--- config.mk ---
export PLATFORM = sky130hd
export DESIGN_NAME = code_stream_scheduler
export DESIGN_NICKNAME = d
export VERILOG_FILES = /design/src/rtl/code_stream_scheduler.sv
export SDC_FILE = /design/constraint.sdc
export NUM_CORES = 1
export LEC_CHECK = 0
export BUFFER_PORTS_ARGS = -buffer_cell sky130_fd_sc_hd__buf_2
export CORE_UTILIZATION = 47
export CTS_CLUSTER_SIZE = 8
export DETAILED_ROUTE_END_ITERATION = 8
export GPL_TIMING_DRIVEN = 0
export PLACE_DENSITY = 0.79
export SYNTH_ARGS = -nofsm -noshare
export SYNTH_HDL_FRONTEND = slang
export SYNTH_SLANG_ARGS = --single-unit
export TNS_END_PERCENT = 100
--- constraint.sdc ---
create_clock -name clk -period 3.1 [get_ports clk]
set_clock_uncertainty 0.2 [all_clocks]
set_input_delay 0.62 -clock clk [delete_from_list [all_inputs] [get_ports clk]]
set_output_delay 0.62 -clock clk [all_outputs]
set_load 0.01 [all_outputs]
--- src/rtl/code_stream_scheduler.sv ---
// Interleaves per-channel entropy-code streams block by block into one packer stream,
// inserting RSTn markers every restart_interval MCUs.
module code_stream_scheduler #(
   parameter int unsigned ROW        = 3,
   parameter int unsigned CODE_WIDTH = 32,
   parameter int unsigned LEN_WIDTH  = 6
) (
   input  logic                                clk,
   input  logic                                rst,
   input  logic                                start,
   input  logic [15:0]                         mcus_per_frame,
   input  logic [15:0]                         restart_interval,
   input  logic [ROW-1:0]                      in_valid,
   input  logic [ROW-1:0][CODE_WIDTH-1:0]      in_code,
   input  logic [ROW-1:0][LEN_WIDTH-1:0]       in_len,
   input  logic [ROW-1:0]                      in_eob,
   output logic [ROW-1:0]                      in_ready,
   output logic                                out_valid,
   output logic [CODE_WIDTH-1:0]               out_code,
   output logic [LEN_WIDTH-1:0]                out_len,
   output logic [1:0]                          out_chan,
   output logic                                out_marker,
   input  logic                                out_ready,
   output logic                                busy,
   output logic                                done
);

   typedef enum logic [1:0] {StIdle, StServe, StMarker} state_e;

   localparam logic [1:0] LastCh = 2'(ROW - 1);

   state_e                 state_q, state_d;
   logic [1:0]             grant_q, grant_d;
   logic [15:0]            mcu_cnt_q, mcu_cnt_d;
   logic [15:0]            rst_cnt_q, rst_cnt_d;
   logic [2:0]             rst_idx_q, rst_idx_d;
   logic [15:0]            mpf_q, mpf_d;
   logic [15:0]            ri_q, ri_d;
   logic                   out_valid_q, out_valid_d;
   logic [CODE_WIDTH-1:0]  out_code_q, out_code_d;
   logic [LEN_WIDTH-1:0]   out_len_q, out_len_d;
   logic [1:0]             out_chan_q, out_chan_d;
   logic                   out_marker_q, out_marker_d;
   logic                   done_q, done_d;
   logic                   load;
   logic [15:0]            mcu_next, rst_next;

   assign load     = !out_valid_q || out_ready;
   assign mcu_next = mcu_cnt_q + 16'd1;
   assign rst_next = rst_cnt_q + 16'd1;

   always_ff @(posedge clk) begin
      if (rst) begin
         state_q      <= StIdle;
         grant_q      <= '0;
         mcu_cnt_q    <= '0;
         rst_cnt_q    <= '0;
         rst_idx_q    <= '0;
         mpf_q        <= '0;
         ri_q         <= '0;
         out_valid_q  <= 1'b0;
         out_code_q   <= '0;
         out_len_q    <= '0;
         out_chan_q   <= '0;
         out_marker_q <= 1'b0;
         done_q       <= 1'b0;
      end else begin
         state_q      <= state_d;
         grant_q      <= grant_d;
         mcu_cnt_q    <= mcu_cnt_d;
         rst_cnt_q    <= rst_cnt_d;
         rst_idx_q    <= rst_idx_d;
         mpf_q        <= mpf_d;
         ri_q         <= ri_d;
         out_valid_q  <= out_valid_d;
         out_code_q   <= out_code_d;
         out_len_q    <= out_len_d;
         out_chan_q   <= out_chan_d;
         out_marker_q <= out_marker_d;
         done_q       <= done_d;
      end
   end

   always_comb begin
      state_d      = state_q;
      grant_d      = grant_q;
      mcu_cnt_d    = mcu_cnt_q;
      rst_cnt_d    = rst_cnt_q;
      rst_idx_d    = rst_idx_q;
      mpf_d        = mpf_q;
      ri_d         = ri_q;
      out_valid_d  = out_valid_q;
      out_code_d   = out_code_q;
      out_len_d    = out_len_q;
      out_chan_d   = out_chan_q;
      out_marker_d = out_marker_q;
      done_d       = 1'b0;
      // A free or draining output register empties unless refilled below.
      if (load) out_valid_d = 1'b0;
      unique case (state_q)
         StIdle: begin
            if (start) begin
               state_d   = StServe;
               grant_d   = '0;
               mcu_cnt_d = '0;
               rst_cnt_d = '0;
               rst_idx_d = '0;
               mpf_d     = (mcus_per_frame == 16'd0) ? 16'd1 : mcus_per_frame;
               ri_d      = restart_interval;
            end
         end
         StServe: begin
            if (load && in_valid[grant_q]) begin
               out_valid_d  = 1'b1;
               out_code_d   = in_code[grant_q];
               out_len_d    = in_len[grant_q];
               out_chan_d   = grant_q;
               out_marker_d = 1'b0;
               if (in_eob[grant_q]) begin
                  if (grant_q == LastCh) begin
                     grant_d   = '0;
                     mcu_cnt_d = mcu_next;
                     rst_cnt_d = rst_next;
                     // Frame end wins over a coincident restart interval.
                     if (mcu_next >= mpf_q) begin
                        state_d = StIdle;
                        done_d  = 1'b1;
                     end else if (ri_q != 16'd0 && rst_next == ri_q) begin
                        state_d = StMarker;
                     end
                  end else begin
                     grant_d = grant_q + 2'd1;
                  end
               end
            end
         end
         StMarker: begin
            if (load) begin
               out_valid_d  = 1'b1;
               out_code_d   = CODE_WIDTH'(16'hFFD0 | {13'd0, rst_idx_q});
               out_len_d    = LEN_WIDTH'(16);
               out_chan_d   = 2'd0;
               out_marker_d = 1'b1;
               rst_idx_d    = rst_idx_q + 3'd1;
               rst_cnt_d    = '0;
               state_d      = StServe;
            end
         end
         default: state_d = StIdle;
      endcase
   end

   always_comb begin
      in_ready = '0;
      for (int i = 0; i < int'(ROW); i++) begin
         if (!rst && state_q == StServe && grant_q == 2'(i) && load) in_ready[i] = 1'b1;
      end
   end

   assign out_valid  = out_valid_q & ~rst;
   assign out_code   = rst ? '0 : out_code_q;
   assign out_len    = rst ? '0 : out_len_q;
   assign out_chan   = rst ? '0 : out_chan_q;
   assign out_marker = out_marker_q & ~rst;
   assign busy       = (state_q != StIdle) & ~rst;
   assign done       = done_q & ~rst;

endmodule

# --- Word level (Yosys, flattened, before mapping) ---
# Cells that the tools add are included.
word_totals:
  register_bits: 114
  in_bits: 156
op_classes:
  addsub: 4
  magnitude_cmp: 2
  n_eq_ne: 11
  mux: 58
  bitwise: 9
  reduce_logical: 29
ops:
  columns: ["cell", "count"]
  rows:
  - ["16-bit 2-to-1 mux", 9]
  - ["32-bit 2-to-1 mux", 4]
  - ["32-bit binary-select mux with 2-bit select", 1]
  - ["32-bit case mux with 2 select lines", 1]
  - ["16-bit case mux with 3 select lines", 1]
  - ["16-bit by 1-bit adder with 16-bit output (second input constant)", 2]
  - ["16-bit case mux with 2 select lines", 1]
  - ["2-bit 2-to-1 mux", 14]
  - ["6-bit 2-to-1 mux", 4]
  - ["16-bit equality test", 1]
  - ["16-bit greater-or-equal comparator", 1]
  - ["16-bit zero test", 1]
  - ["16-bit nonzero test", 1]
  - ["6-bit binary-select mux with 2-bit select", 1]
  - ["6-bit case mux with 2 select lines", 1]
  - ["6-bit AND reduction", 2]
  - ["1-bit 2-to-1 mux", 11]
  - ["1-bit logical AND", 9]
  - ["2-bit != test (second input constant)", 4]
  - ["2-bit case mux with 2 select lines", 2]
  - ["2-bit nonzero test", 4]
  - ["3-bit 2-to-1 mux", 2]
  - ["2-bit case mux with 3 select lines", 1]
  - ["3-bit case mux with 2 select lines", 1]
  - ["other kinds (20)", 34]

# --- Longest topological paths before layout ---
# Gate-level depths: netlist of run 1.
depth:
  ltp_word: 9
  mapped_depth: 13

# --- Worst setup path after synthesis of run 1 ---
# No wires, ideal clock.
synth_timing:
  path_kind: "register -> register"
  from: "register mcu_cnt_q[0]"
  to: "register state_q[0]"
  setup_time_ns: 0.123
  arrival_ns: 3.023
  t_required_ns: 2.777
  path_slack_ns: -0.246
  path_stages_with_launch: 13
  synth_period_minus_slack_ns: 3.346
  cell_sequence: "dfxtp_1 -> and3_1 -> nand4_1 -> or4_1 -> nor2_1 -> xor2_1 -> ha_1 -> nand4_1 -> a2111oi_0 -> a211oi_1 -> a21oi_1 -> a31oi_1 -> mux2_1"
synth_via:
  elab_chain_cells: 7
  elab_cells_between_ends: 9
  cone_classes: "add/sub (1); order compare (1); eq/ne (1); mux (5); reduce/logical (1)"
synth_lines:
  columns: ["item", "line_no", "source"]
  rows:
  - ["from (decl)", "34", "logic [15:0] mcu_cnt_q, mcu_cnt_d;"]
  - ["from (signal assigned)", "70", "mcu_cnt_q <= mcu_cnt_d;"]
  - ["16-bit by 1-bit adder with 16-bit output *", "49", "assign mcu_next = mcu_cnt_q + 16'd1;"]
  - ["16-bit greater-or-equal comparator *", "125", "if (mcu_next >= mpf_q) begin"]
  - ["2-bit 2-to-1 mux", "125", null]
  - ["2-bit 2-to-1 mux", "120", "if (grant_q == LastCh) begin"]
  - ["2-bit 2-to-1 mux", "119", "if (in_eob[grant_q]) begin"]
  - ["2-bit 2-to-1 mux", "113", "if (load && in_valid[grant_q]) begin"]
  - ["2-bit case mux with 3 select lines", "100", "unique case (state_q)"]
  - ["to (signal assigned)", "54", "state_q <= StIdle;"]
  - ["to (signal assigned)", "68", "state_q <= state_d;"]
  - ["to (decl)", "32", "state_e state_q, state_d;"]
# Mark *: on every way between the ends. The rest lies on a longest branch, timed or not. The select of a mux whose other input is x is not followed.
# A chain may end at the register's enable or synchronous reset.

# --- Final worst setup path of run 1 ---
# Same ends and word-level chain as after synthesis.

==> results of run 1 <==
[power groups by stage]
stage	registers [W]	logic, W	clock network (W)
after floorplan	0.00172	0.00103	0
after global placement	0.00174	0.00144	0
after detailed placement	0.00175	0.00147	0
after CTS	0.00172	0.00151	0.00190
after global routing	0.00174	0.00170	0.00197
final	0.00172	0.00154	0.00188
[kinds of logic after synthesis]
logic type,count (synthesis),share of synthesized area
mux,46,0.0684
simple gates,379,0.274
fa+ha+maj,24,0.0441
xor+xnor,37,0.0476
buf+inv,90,0.0507
compound gates,217,0.180
flops,114,0.335
[path summary, 6_finish.rpt]
| path | from | to | slack (ps) | cells past startpoint |
|---|---|---|---|---|
| max | mcu_cnt_q[0] | state_q[0] | -380 | 12 |
| min | restart_interval[8] | ri_q[8] | 240 | 3 |
| max reg2reg | mcu_cnt_q[0] | state_q[0] | -380 | 12 |
| min reg2reg | mpf_q[10] | mpf_q[10] | 260 | 2 |
[final cells by class]
cell class	instances	area, um2
clock inverter	11	114
antenna	2	5.00
buffer	57	230
clock buffer	19	453
multi-input combinational	703	4290
fill	1286	5200
timing repair buffer	210	1070
inverter	30	113
tap	180	225
sequential	114	2290
[layer usage]
| layer | vias to the layer above | track usage | wire length, um | part of all wire |
|---|---|---|---|---|
| met5 | - | 0 | 0 | 0 |
| met4 | 0 | 0.116 | 536 | 0.027 |
| met3 | 34 | 0.0613 | 1250 | 0.062 |
| met2 | 253 | 0.458 | 9760 | 0.48 |
| met1 | 3238 | 0.317 | 8600 | 0.43 |
| li1 | 3570 | - | - | - |
[through the flow]
step                hold slack [ps]  setup TNS [ps]  setup WS [ps]  total power, W
floorplan                       236            -115           -115         0.00275
global placement                243           -1040           -582         0.00319
CTS                             230            -511           -333         0.00513
finish                          239            -522           -380         0.00514
global route                    241           -1330           -523         0.00541
detailed placement              249           -1230           -618         0.00322
[registers in the layout, summed over array words and instances, names as in the netlist]
| register | count |
|---|---|
| done_q | 1 |
| grant_q | 2 |
| mcu_cnt_q | 16 |
| mpf_q | 16 |
| out_chan_q | 2 |
| out_code_q | 32 |
| out_len_q | 6 |
| out_marker_q | 1 |
| out_valid_q | 1 |
| ri_q | 16 |
| rst_cnt_q | 16 |
| rst_idx_q | 3 |
| state_q | 2 |
[cell usage after synthesis (5+ instances only)]
master / count
nor2_1: 102
xnor2_1: 24
xor2_1: 13
a21oi_1: 112
nor3_1: 22
nand2_1: 106
o21ai_0: 53
and3_1: 9
buf_1: 11
a211oi_1: 17
clkbuf_1: 45
a22oi_1: 5
or3_1: 8
a31oi_1: 5
dfxtp_1: 114
nand2b_1: 34
nand3_1: 16
a21o_1: 5
mux2i_1: 42
nor2b_1: 48
inv_1: 30
nand4_1: 9
nor4_1: 7
ha_1: 24
[tightest hold or removal path: stages]
cell,delay [ps]
buf_2,90
nand2_1,40
a21oi_1,50
[timing repair]
item	in CTS	in global routing
endpoints found under the setup margin	7	10
hold endpoints to repair	0	0
pin swaps	3	0
buffers inserted	6	3
gates resized for setup	14	14
==> run_results.csv, run 1 <==
group,metric,value,unit
floorplanning,core_area,14000,um2
setup_path,max_stage_delay,580,ps
synthesis,synth_seq_area_share,0.335,
floorplanning,dieArea,15000,um2
pwr,switching_share,0.331,
setup_path,crit_top_cell,"nand4_1",
pwr,combinationalPowerShare,0.299,
timing,setup_viol,5,
timing,relSlewSlack,0.421,
pwr,power.density,585,nW/um2
pwr,peakVddDrop,0.420,mV
timing,tightest_slew,862,ps
place,place_congestion,0.881,
synthesis,yosysWarnings,0,
timing,hold_viol,0,
setup_path,cp.arrival,3580,ps
synthesis,synth_nets,1087,
routing,drt_pass1_iterations,5,
synthesis,netlist_area,6810,um2
routing,drt-total-wl,20100,um
synthesis,syn_inst,907,
pwr,p_int,0.00344,W
setup_path,worstPathRequired,3200,ps
synthesis,syn_area_per_cell,7.50,um2
outcome,violations,"setup timing",
synthesis,synth_edf_count,0,
cts,clock_path_buffers,2,
setup_path,path_max_fanout,5,
cts,numCtsBuffers,17,
pwr,p_leak,3.76,nW
layout,final_util,0.628,
routing,drcViolationCount,0,
timing,finalCriticalPeriod,3480,ps
grt,grt_pass1_wl,30800,um
place,dpl.hpwl,14800,um
timing,drv_slew,0,
synthesis,synth_top_area_share,0.335,
layout,final_cell_mix,"buf_2, a21oi_1, dfxtp_1, nand2_1, nor2_1",
routing,wl_per_cell,15.2,um
pwr,clkPwrFrac,0.366,
cts,cts_tree,"done",
floorplanning,io-pin-count,203,
timing,period_share,1.12,
setup_path,critical_path_class,"reg2reg",
flow_run,drv_cap,0,
floorplanning,fp.dieW,122,um
synthesis,synth_seq_cells,114,
grt,track_usage,0.267,
routing,drt_iter0_drc,546,
pwr,p_sw,0.00170,W
routing,ant_nets,0,
cts,cts_max_level,4,
setup_path,crit_buf_inv,0,
grt,grt_pass1_vias,6375,
pwr,power_frac_seq,0.335,
setup_path,end_kind,"flop",
routing,avgViaCountPerCell,5.35,
setup_path,crit_family,"simple AND/OR/NAND/NOR gates",
layout,final_cell_area,8790,um2
place,dp_cells,1289,
min_path,min_path_type,"in2reg",
floorplanning,rows,43,
floorplanning,die_y,122,um
cts,clock_sinks,114,
grt,grt_max_degree,20,
routing,vias,7095,
grt,gr-total-overflow,0,
layout,nets,1313,
timing,max_freq,287,MHz
timing,setup_ws,-380,ps
floorplanning,start_util,0.486,
synthesis,synth_cell_type_count,53,
cts,ctsHoldBuffers,0,
synthesis,synthFlopType,"dfxtp_1",
layout,layout.cells.non_filler,1326,
synthesis,synth.area.top_cells,"dfxtp_1, a21oi_1, mux2i_1",
layout,syn2layout_area_growth,29.2,%
outcome,run_status,"complete, but fails checks",
cts,clk_pin_slew,50,ps
grt,antenna_found_initial,2,
layout,final_common_cell,"buf_2",
setup_path,path_cells,"and3_4, nand4_1, or4_4, nor2_4, xor2_2, ha_1, nand4_1, o22ai_2, a211oi_4, a21oi_2, a31oi_1, mux2_1",
timing,rsz0062_at_grt,"true",
setup_path,startpoint_type,"flop",
cts,cts_root_buf,"clkbuf_16",
place,placed_area,8070,um2
synthesis,yosysTopAreaCell,"dfxtp_1",
place,numPortBuffers,202,
setup_path,crit_slowest_cell,"or4_4",
cts,insertion_delay,420,ps
synthesis,synthArstFlopShare,0,
layout,drive_gt1_frac,0.246,
No activity file was read; power rests on OpenSTA's default activity.
==> inputs of run 2 (changes only) <==
--- a/config.mk
+++ b/config.mk
@@ -11,6 +11,7 @@
 export DETAILED_ROUTE_END_ITERATION = 8
 export GPL_TIMING_DRIVEN = 0
 export PLACE_DENSITY = 0.79
+export SKIP_CTS_REPAIR_TIMING = 1
 export SYNTH_ARGS = -nofsm -noshare
 export SYNTH_HDL_FRONTEND = slang
 export SYNTH_SLANG_ARGS = --single-unit
==> run 2 against run 1 <==
  * The run still ends with setup timing left
  * Largest cell class unchanged
  * Critical path type unchanged
  * Core utilization fell by 0.31 points
  * Via count decreased by 0.61%
  * Maximum frequency is 3.1% lower
==> run_results.csv, run 2 (synthesis gave the netlist of run 1 again) <==
group,metric,value,unit
outcome,run_status,"complete, but fails checks",
outcome,violations,"setup timing",
floorplanning,rows,43,
timing,setup_ws,-491,ps
layout,final_cell_mix,"buf_2, a21oi_1, dfxtp_1, nand2_1, nor2_1",
setup_path,crit_cells,13,
place,place_congestion,0.881,
routing,drt_iter0_drc,485,
cts,cts_max_level,4,
layout,syn2layout_area_growth,28.5,%
layout,drive_gt1_frac,0.240,
layout,multi_input_area,4260,um2
cts,clock_path_buffers,2,
timing,drv_slew,0,
layout,seqCellArea,2290,um2
grt,grt_pass1_vias,6355,
routing,wl_per_cell,15.1,um
routing,vias,7052,
timing,hold_viol,0,
grt,grt_pass1_wl,30700,um
pwr,switching_share,0.331,
grt,grt_max_degree,17,
setup_path,startpoint,"mcu_cnt_q[0]",
setup_path,r2r_start,"mcu_cnt_q[0]",
setup_path,startpoint_type,"flop",
cts,numCtsBuffers,17,
layout,final_cell_area,8750,um2
routing,drt-total-wl,19900,um
pwr,power.density,588,nW/um2
pwr,power_frac_seq,0.335,
timing,rsz0062_at_grt,"true",
pwr,clkPwrFrac,0.365,
floorplanning,fp.dieW,122,um
pwr,p_leak,3.75,nW
layout,nets,1310,
setup_path,end_kind,"flop",
floorplanning,die_y,122,um
setup_path,r2r-end,"state_q[0]",
layout,final_common_cell,"buf_2",
grt,gr-total-overflow,0,
cts,insertion_delay,420,ps
floorplanning,start_util,0.486,
pwr,combinationalPowerShare,0.300,
routing,ant_nets,0,
cts,cts_root_buf,"clkbuf_16",
setup_path,crit_family,"simple AND/OR/NAND/NOR gates",
routing,drcViolationCount,0,
setup_path,path_max_fanout,5,
floorplanning,dieArea,15000,um2
grt,antenna_found_initial,2,
layout,top_register,"out_code_q",
timing,tightest_slew,899,ps
setup_path,ff2ff_path_depth,13,
floorplanning,core_area,14000,um2
timing,period_share,1.16,
timing,setup_viol,6,
cts,cts_tree,"done",
layout,largest_reg_flops,32,
routing,drt_pass1_iterations,5,
routing,avgViaCountPerCell,5.33,
timing,finalCriticalPeriod,3590,ps
setup_path,cp.arrival,3690,ps
setup_path,worstPathRequired,3200,ps
place,placed_area,8070,um2
place,dpl.hpwl,14800,um
pwr,peakVddDrop,0.378,mV
setup_path,path_cells,"and3_4, nand4_1, or4_4, xnor2_2, ha_1, a21o_1, a21oi_1, o22ai_1, a211oi_2, buf_4, a21oi_4, a31oi_1, mux2_1",
layout,fillers,1290,
setup_path,crit_slowest_cell,"or4_4",
timing,max_freq,278,MHz
cts,clk_pin_slew,50,ps
cts,clock_sinks,114,
setup_path,crit_buf_inv,1,
setup_path,r2r_slack,-490,ps
pwr,p_int,0.00344,W
floorplanning,io-pin-count,203,
setup_path,max_stage_delay,620,ps
setup_path,endpoint,"state_q[0]",
setup_path,critical_path_class,"reg2reg",
place,numPortBuffers,202,
flow_run,drv_cap,0,
timing,setup_tns,-835,ps
min_path,min_path_type,"in2reg",
timing,relSlewSlack,0.396,
grt,track_usage,0.266,
min_path,holdPathStages,3,
pwr,p_sw,0.00170,W
run 2: changes by cell type in the layout (fill, tap and decap cells not counted), sizes merged:
cell / delta
buf: -6
clkbuf: +3
run 2: worst register-to-register path: stages (launching register included):
cell and delay (ps):
dfxtp_4 370, and3_4 200, nand4_1 240, or4_4 620
xnor2_2 170, ha_1 300, a21o_1 190, a21oi_1 150
o22ai_1 100, a211oi_2 200, buf_4 170, a21oi_4 60
a31oi_1 190, mux2_1 340
run 2: through the flow:
stage               hold WS (ps)  utilization  total power (W)  cells  setup WS (ps)
CTS                          230        0.618          0.00511   1319           -669
floorplan                    236            -          0.00275    907           -115
global route                 241        0.625          0.00542   1323           -637
global placement             243        0.577          0.00319   1289           -582
finish                       241        0.625          0.00514   1323           -491
detailed placement           249        0.577          0.00322   1289           -618
run 2: layout make-up:
class | instances | area share
multi-input cells | 703 | 0.487
flip-flops and latches | 114 | 0.262
repair buffers | 207 | 0.120
clock buffers | 19 | 0.0518
plain buffers | 57 | 0.0265
well taps | 180 | 0.0257
clock inverters | 11 | 0.0130
inverters | 30 | 0.0129
diodes | 2 | 0.000572
run 2: routing by layer:
layer  track usage  up-vias  part of all wire
met5             0        -                 0
met3        0.0674       32             0.069
met4         0.116        0             0.025
met2         0.450      256              0.48
met1         0.316     3196              0.43
li1              -     3568                 -
run 2: worst min path at each step:
stage | from | end | slack (ps)
finish | restart_interval[8] | ri_q[8] | 240
global route | restart_interval[12] | ri_q[12] | 240
CTS | restart_interval[8] | ri_q[8] | 230
detailed placement | mpf_q[13] | mpf_q[13] | 250
global placement | mpf_q[13] | mpf_q[13] | 240
floorplan | mpf_q[10] | mpf_q[10] | 240
run 2: power groups by stage:
stage	clock network (W)	logic [W]	registers, W
finish	0.00188	0.00154	0.00172
global route	0.00197	0.00170	0.00174
CTS	0.00190	0.00149	0.00172
detailed placement	0	0.00147	0.00175
global placement	0	0.00144	0.00174
floorplan	0	0.00103	0.00172
==> inputs of run 3 (changes only) <==
--- a/config.mk
+++ b/config.mk
@@ -11,6 +11,7 @@
 export DETAILED_ROUTE_END_ITERATION = 8
 export GPL_TIMING_DRIVEN = 0
 export PLACE_DENSITY = 0.79
+export RECOVER_POWER = 25
 export SKIP_CTS_REPAIR_TIMING = 1
 export SYNTH_ARGS = -nofsm -noshare
 export SYNTH_HDL_FRONTEND = slang
==> run 3 against run 2 <==
  * Critical path depth unchanged
  * The run still ends with setup timing left
  * Die area unchanged
  * Core utilization fell by 0.21 points
  * Critical path type unchanged
  * Largest power group unchanged
  * Power decreased by 0.16%
  * Combinational power about the same
==> run_results.csv, run 3 (synthesis gave the netlist of run 1 again) <==
group,metric,value,unit
setup_path,cp.arrival,3680,ps
setup_path,worstPathRequired,3200,ps
floorplanning,core_area,14000,um2
cts,clk_pin_slew,50,ps
routing,vias,7061,
setup_path,end_kind,"flop",
routing,drcViolationCount,0,
routing,ant_nets,0,
timing,finalCriticalPeriod,3580,ps
layout,fillers,1305,
min_path,holdPathStages,3,
cts,numCtsBuffers,17,
routing,drt-total-wl,19900,um
outcome,violations,"setup timing",
layout,nets,1310,
setup_path,critical_path_class,"reg2reg",
layout,multi_input_area,4260,um2
setup_path,ff2ff_path_depth,13,
routing,wl_per_cell,15.1,um
grt,grt_max_degree,17,
timing,setup_ws,-479,ps
routing,drt_iter0_drc,490,
place,dpl.hpwl,14800,um
pwr,power.density,589,nW/um2
setup_path,startpoint_type,"flop",
grt,gr-total-overflow,0,
timing,whs,242,ps
timing,hold_viol,0,
cts,cts_tree,"done",
floorplanning,io-pin-count,203,
cts,clock_sinks,114,
timing,period_share,1.15,
floorplanning,rows,43,
timing,max_freq,279,MHz
grt,track_usage,0.266,
min_path,min_path_type,"in2reg",
cts,clock_path_buffers,2,
timing,drv_slew,0,
cts,cts_max_level,4,
timing,setup_viol,6,
layout,final_cell_mix,"buf_2, a21oi_1, dfxtp_1, nand2_1, nor2_1",
pwr,peakVddDrop,0.376,mV
grt,antenna_found_initial,2,
routing,drt_pass1_iterations,6,
layout,seqCellArea,2290,um2
place,numPortBuffers,202,
outcome,run_status,"complete, but fails checks",
layout,drive_gt1_frac,0.220,
place,place_congestion,0.881,
floorplanning,fp.dieW,122,um
timing,rsz0062_at_grt,"true",
layout,largest_reg_flops,32,
timing,setup_tns,-809,ps
layout,final_util,0.623,
cts,cts_root_buf,"clkbuf_16",
place,post-place-ws,-618,ps
layout,top_register,"out_code_q",
floorplanning,start_util,0.486,
floorplanning,die_y,122,um
grt,grt_pass1_vias,6355,
floorplanning,dieArea,15000,um2
setup_path,path_max_fanout,5,
flow_run,drv_cap,0,
layout,final_common_cell,"buf_2",
grt,grt_pass1_wl,30700,um
timing,relSlewSlack,0.391,
pwr,p_leak,3.65,nW
timing,tightest_slew,906,ps
layout,syn2layout_area_growth,28.1,%
routing,avgViaCountPerCell,5.34,
cts,insertion_delay,410,ps
-- run 3: cell count changes in the layout (fill, tap and decap cells not counted) --
cell	before	now
and2_0	0	1
and2_1	2	1
buf_2	205	182
clkbuf_1	39	62
-- run 3: layer usage --
layer	track usage	wire length, um
met5	0	0
met4	0.116	510
met3	0.0674	1400
met2	0.450	9530
met1	0.316	8480
-- run 3: path summary, 6_finish.rpt --
kind | start | end | slack, ps
setup / recovery | mcu_cnt_q[0] | state_q[0] | -480
hold / removal | restart_interval[8] | ri_q[8] | 240
setup reg to reg | mcu_cnt_q[0] | state_q[0] | -480
hold reg to reg | mpf_q[10] | mpf_q[10] | 260
-- run 3: stage by stage --
step / cell area, um2 / std cells / total power [W]
detailed placement: 8070 / 1289 / 0.00322
floorplan: 6840 / 907 / 0.00275
CTS: 8640 / 1319 / 0.00511
global route: 8720 / 1323 / 0.00541
global placement: 8070 / 1289 / 0.00319
finish: 8720 / 1323 / 0.00513
-- run 3: worst max-delay path, stage by stage (launching register included) --
cell and delay [ps]:
dfxtp_4 370, and3_4 190, nand4_1 240, or4_4 620, xnor2_2 160, ha_1 300
a21o_1 190, a21oi_1 140, o22ai_1 100, a211oi_2 200, buf_4 170, a21oi_4 60
a31oi_1 190, mux2_1 340
-- run 3: power breakdown --
group	total, W	internal (W)	leakage, nW	switching [W]
clock network	0.00188	0.00120	0.280	0.000672
registers	0.00172	0.00163	0.930	0.0000969
logic	0.00154	0.000606	2.44	0.000929
-- run 3: cell type report --
cell class / count / area share
clock inverter: 11 / 0.0131
tap: 180 / 0.0258
antenna: 2 / 0.000574
timing repair buffer: 207 / 0.117
buffer: 57 / 0.0265
sequential: 114 / 0.263
inverter: 30 / 0.0129
clock buffer: 19 / 0.0520
multi-input combinational: 703 / 0.489
